[src/rtl/n_mux.sv]
// ---------------------------------------------------------------------------
// n_mux : N-way, W-bit data multiplexer with registered output.
//
// One of the io_Dvect_k inputs is selected by io_sel and registered into
// io_Ovect, so the output lags the inputs by exactly one clock. If io_sel
// selects an input that does not exist, io_sel_err is set for that cycle.
//
// Optional feature (compile-time macro NMUX_HOLD_ON_ERR_EN):
//   defined   - an out-of-range select keeps the previous io_Ovect value.
//   undefined - an out-of-range select loads zero into io_Ovect.
// In both builds reset clears io_Ovect and io_sel_err to zero.
//
// Parameters:
//   NUM_INPUTS - number of used data inputs. The port list has five inputs,
//                so the valid range is 2..5. Inputs at or above NUM_INPUTS
//                are ignored, and selecting them counts as out of range.
//   DATA_W     - width of each data input and of io_Ovect.
//   SEL_W      - width of io_sel; 2**SEL_W must be >= NUM_INPUTS.
//
// Ports:
//   clk          in   rising-edge clock
//   reset        in   synchronous, active-high reset
//   io_Dvect_0-4 in   DATA_W data inputs
//   io_sel       in   SEL_W unsigned select index
//   io_Ovect     out  DATA_W registered selected data
//   io_sel_err   out  registered out-of-range select flag
// ---------------------------------------------------------------------------
module n_mux #(
    parameter int NUM_INPUTS = 5,
    parameter int DATA_W     = 8,
    parameter int SEL_W      = 3
) (
    input  logic              clk,
    input  logic              reset,
    input  logic [DATA_W-1:0] io_Dvect_0,
    input  logic [DATA_W-1:0] io_Dvect_1,
    input  logic [DATA_W-1:0] io_Dvect_2,
    input  logic [DATA_W-1:0] io_Dvect_3,
    input  logic [DATA_W-1:0] io_Dvect_4,
    input  logic [SEL_W-1:0]  io_sel,
    output logic [DATA_W-1:0] io_Ovect,
    output logic              io_sel_err
);

    localparam int PORT_CNT = 5;

    logic [DATA_W-1:0] dvect [PORT_CNT];
    logic [DATA_W-1:0] pick;
    logic              sel_ok;
    logic [DATA_W-1:0] ovect_d, ovect_q;
    logic              sel_err_d, sel_err_q;

    assign dvect[0] = io_Dvect_0;
    assign dvect[1] = io_Dvect_1;
    assign dvect[2] = io_Dvect_2;
    assign dvect[3] = io_Dvect_3;
    assign dvect[4] = io_Dvect_4;

    // One extra bit on both sides so NUM_INPUTS == 2**SEL_W compares correctly.
    assign sel_ok = ({1'b0, io_sel} < (SEL_W + 1)'(NUM_INPUTS));

    // Decode through a loop rather than an array index so that select values
    // beyond the populated inputs never address outside the array.
    always_comb begin
        pick = '0;
        for (int k = 0; k < PORT_CNT; k++) begin
            if (k < NUM_INPUTS && io_sel == SEL_W'(k)) begin
                pick = dvect[k];
            end
        end
    end

    always_comb begin
        ovect_d   = '0;
        sel_err_d = 1'b0;
        if (sel_ok) begin
            ovect_d = pick;
        end else begin
            sel_err_d = 1'b1;
`ifdef NMUX_HOLD_ON_ERR_EN
            ovect_d = ovect_q;
`else
            ovect_d = '0;
`endif
        end
    end

    // Output register stage
    always_ff @(posedge clk) begin
        if (reset) begin
            ovect_q   <= '0;
            sel_err_q <= 1'b0;
        end else begin
            ovect_q   <= ovect_d;
            sel_err_q <= sel_err_d;
        end
    end

    assign io_Ovect   = ovect_q;
    assign io_sel_err = sel_err_q;

endmodule

[config.mk]
export PLATFORM = sky130hd
export DESIGN_NAME = n_mux
export DESIGN_NICKNAME = d
export VERILOG_FILES = /design/src/rtl/n_mux.sv
export SDC_FILE = /design/constraint.sdc
export NUM_CORES = 1
export LEC_CHECK = 0
export CORE_MARGIN = 4
export CORE_UTILIZATION = 29
export DETAILED_ROUTE_END_ITERATION = 16
export PLACE_DENSITY = 0.74
export SYNTH_ARGS = -nofsm -noshare
export SYNTH_HDL_FRONTEND = slang
export SYNTH_SLANG_ARGS = --single-unit
export TNS_END_PERCENT = 30
[constraint.sdc]
create_clock -name clk -period 1.4 [get_ports clk]
set_input_delay 0.28 -clock clk [delete_from_list [all_inputs] [get_ports clk]]
set_output_delay 0.28 -clock clk [all_outputs]
set_load 0.02 [all_outputs]
==> impl_metrics.json <==
{
  "synth_compound_area_share_pct": 30.5,
  "yosys_warnings": 0,
  "max_stage_delay_ns": 0.42,
  "io_buffers": 53,
  "crit_family": "buffers and inverters",
  "power.total_uw": 730,
  "drc": 0,
  "synthSimpleGateAreaFrac_pct": 18.4,
  "final_antenna_net_count": 0,
  "finalSetupViolCount": 0,
  "cts_root_buf": "clkbuf_4",
  "drt_pass1_iterations": 4,
  "pre_cts_slack_ns": -0.312,
  "rows": 15,
  "synthAdderAreaFrac_pct": 0,
  "fin_ws_ns": 0.0605,
  "path_cells": "clkdlybuf4s50_1 > buf_4 > nor3b_4 > o2bb2ai_1 > o221a_2",
  "nets": 164,
  "cts_max_level": 1,
  "grt_pass1_wl_um": 2840,
  "synth_area_um2": 578,
  "syn_inst": 61,
  "cts_made_buffers": 3,
  "synth_top_family_by_area": "compound AO/OA/AOI/OAI gates",
  "ys_seq_area_share_pct": 31.2,
  "max_freq_mhz": 747,
  "end_kind": "flip-flop",
  "hold_viol": 0,
  "grt_pass1_vias": 598,
  "postSynthAreaPerCell_um2": 9.48,
  "grt_max_degree": 11,
  "irDropWorstVdd_mv": 0.343,
  "drive_above_1_share_pct": 15.3,
  "fp.dieH_um": 52.6,
  "required_ns": 1.60,
  "p_per_area_nw_per_um2": 629,
  "num_antenna_cells": 0,
  "antenna_found_initial": 0,
  "cts_hold_buf": 0,
  "slew_headroom_pct": 77.4,
  "die_w_um": 52.6,
  "avgViaCountPerCell": 4.68,
  "area_growth_pct": 101,
  "synth_top_cell_area_share_pct": 31.2,
  "worstSetupPathType": "in2reg",
  "cp.arrival_ns": 1.54,
  "core_area_um2": 1800,
  "cp_num_buf_inv": 2,
  "cts.clk_slew.worst_paths_ns": 0.06,
  "maxCapViolCount": 0,
  "worstSetupStartpointType": "primary input",
  "utilization_pct": 64.4,
  "drt_wl_total_um": 1990,
  "ys_types": 14,
  "start_util_pct": 32.1,
  "cts_tree": "built",
  "dp_hpwl_um": 1680,
  "synth_xor_xnor_area_share_pct": 0,
  "slowest_stage": "clkdlybuf4s50_1",
  "muxShareOfSynthArea_pct": 13.9,
  "path_max_fanout": 8,
  "period_needed_ns": 1.34,
  "ys_ff_latch": 9,
  "grt-ovfl-total": 0,
  "cts.sinks": 9,
  "final.period_utilization_pct": 95.7,
  "wl_per_cell_um": 13.9,
  "finalMaxSlewViolations": 0,
  "dieArea_um2": 2770,
  "hold_path.class": "in2reg",
  "drt_iter0_drc": 11,
  "total_leakage_power_nw": 0.501,
  "gp_congestion": 0.796,
  "worst_pin_slew_ns": 0.338,
  "status": "finished clean",
  "syn-num-nets": 106,
  "io_pins": 54,
  "ys_top_cells_by_area": "dfxtp_1 31%, mux2i_1 14%, o221a_2 14%",
  "clk_path_buf_depth": 2,
  "vias": 669,
  "post_cts_buffers": 0,
  "grtUsageTotal_pct": 14.3,
  "yosysTopAreaCell": "dfxtp_1"
}
-- per-layer routing --
metal	up-vias	GRT usage, %	wire, µm
met3	4	2.56	158
met1	291	17.8	872
met5	-	0	0
met2	30	22.3	918
met4	0	8.94	43
li1	344	-	-
-- worst min-delay path: cells and delay by family --
family | cells | cell delay [ns]
simple gates | 3 | 0.39
buf+inv | 1 | 0.18
-- final cells by class --
type / instances / area (µm²)
Clock buffer: 4 / 26.3
Multi-Input combinational cell: 48 / 368
Sequential cell: 9 / 180
Fill cell: 160 / 641
Timing Repair Buffer: 57 / 556
Tap cell: 25 / 31.3
-- state kept, by name (all words and copies together) (netlist names) --
register	cells
io_Ovect	8
io_sel_err	1
-- timing repair --
action	in CTS	in global routing
endpoints found under the hold margin	0	0
pin swaps	0	1
setup endpoints to repair	17	8
gates resized for setup	10	3
-- report_power, final --
group / internal (mW) / switching, mW
clock: 0.109 / 0.0839
combinational: 0.169 / 0.0959
sequential: 0.270 / 0.00251
total: 0.548 / 0.182
-- synthesized netlist by cell type, drive strengths merged --
cell and number:
a21oi 1, or2 1, nor2 18, o221a 8, buf 4, nand2b 1, mux2i 8, nand2 2
nor3b 1, dfxtp 9, o2bb2ai 8
-- metrics by stage --
step	instance area (µm²)	TNS [ns]	hold WS [ns]	instances
2_1_floorplan	578	0	0.352	61
3_3_place_gp	1130	-2.07	0.917	139
3_5_place_dp	1130	-2.43	0.910	139
4_1_cts	1150	0	0.667	143
5_1_grt	1160	-0.00148	0.683	143
6_report	1160	0	0.635	143
-- layout by cell type, fill, tap and decap left out --
cell	n
nor3b_4	1
dlymetal6s2s_1	1
dlygate4sd2_1	9
o221a_2	7
dfxtp_1	9
mux2i_1	8
o221a_1	1
nor2_1	18
nand2_1	2
a21oi_4	1
clkbuf_4	3
nand2b_2	1
or2_4	1
buf_6	1
o2bb2ai_1	8
clkdlybuf4s50_1	43
clkbuf_1	1
buf_4	3
-- path summary, 6_finish.rpt --
kind  startpoint                      to  slack [ns]  cells past startpoint
max    io_sel[0]  io_Ovect[3]$_SDFF_PP0_        0.06                      5
min    io_sel[1]   io_sel_err$_SDFF_PP0_        0.64                      4
-- logic make-up (layout without fill, tap and decap cells) --
group | after synthesis | count (layout)
mux | 8 | 8
simple gates | 23 | 23
buf+inv | 4 | 61
compound gates | 17 | 17
flops | 9 | 9
Note: power is estimated with default switching activity, not from simulation.
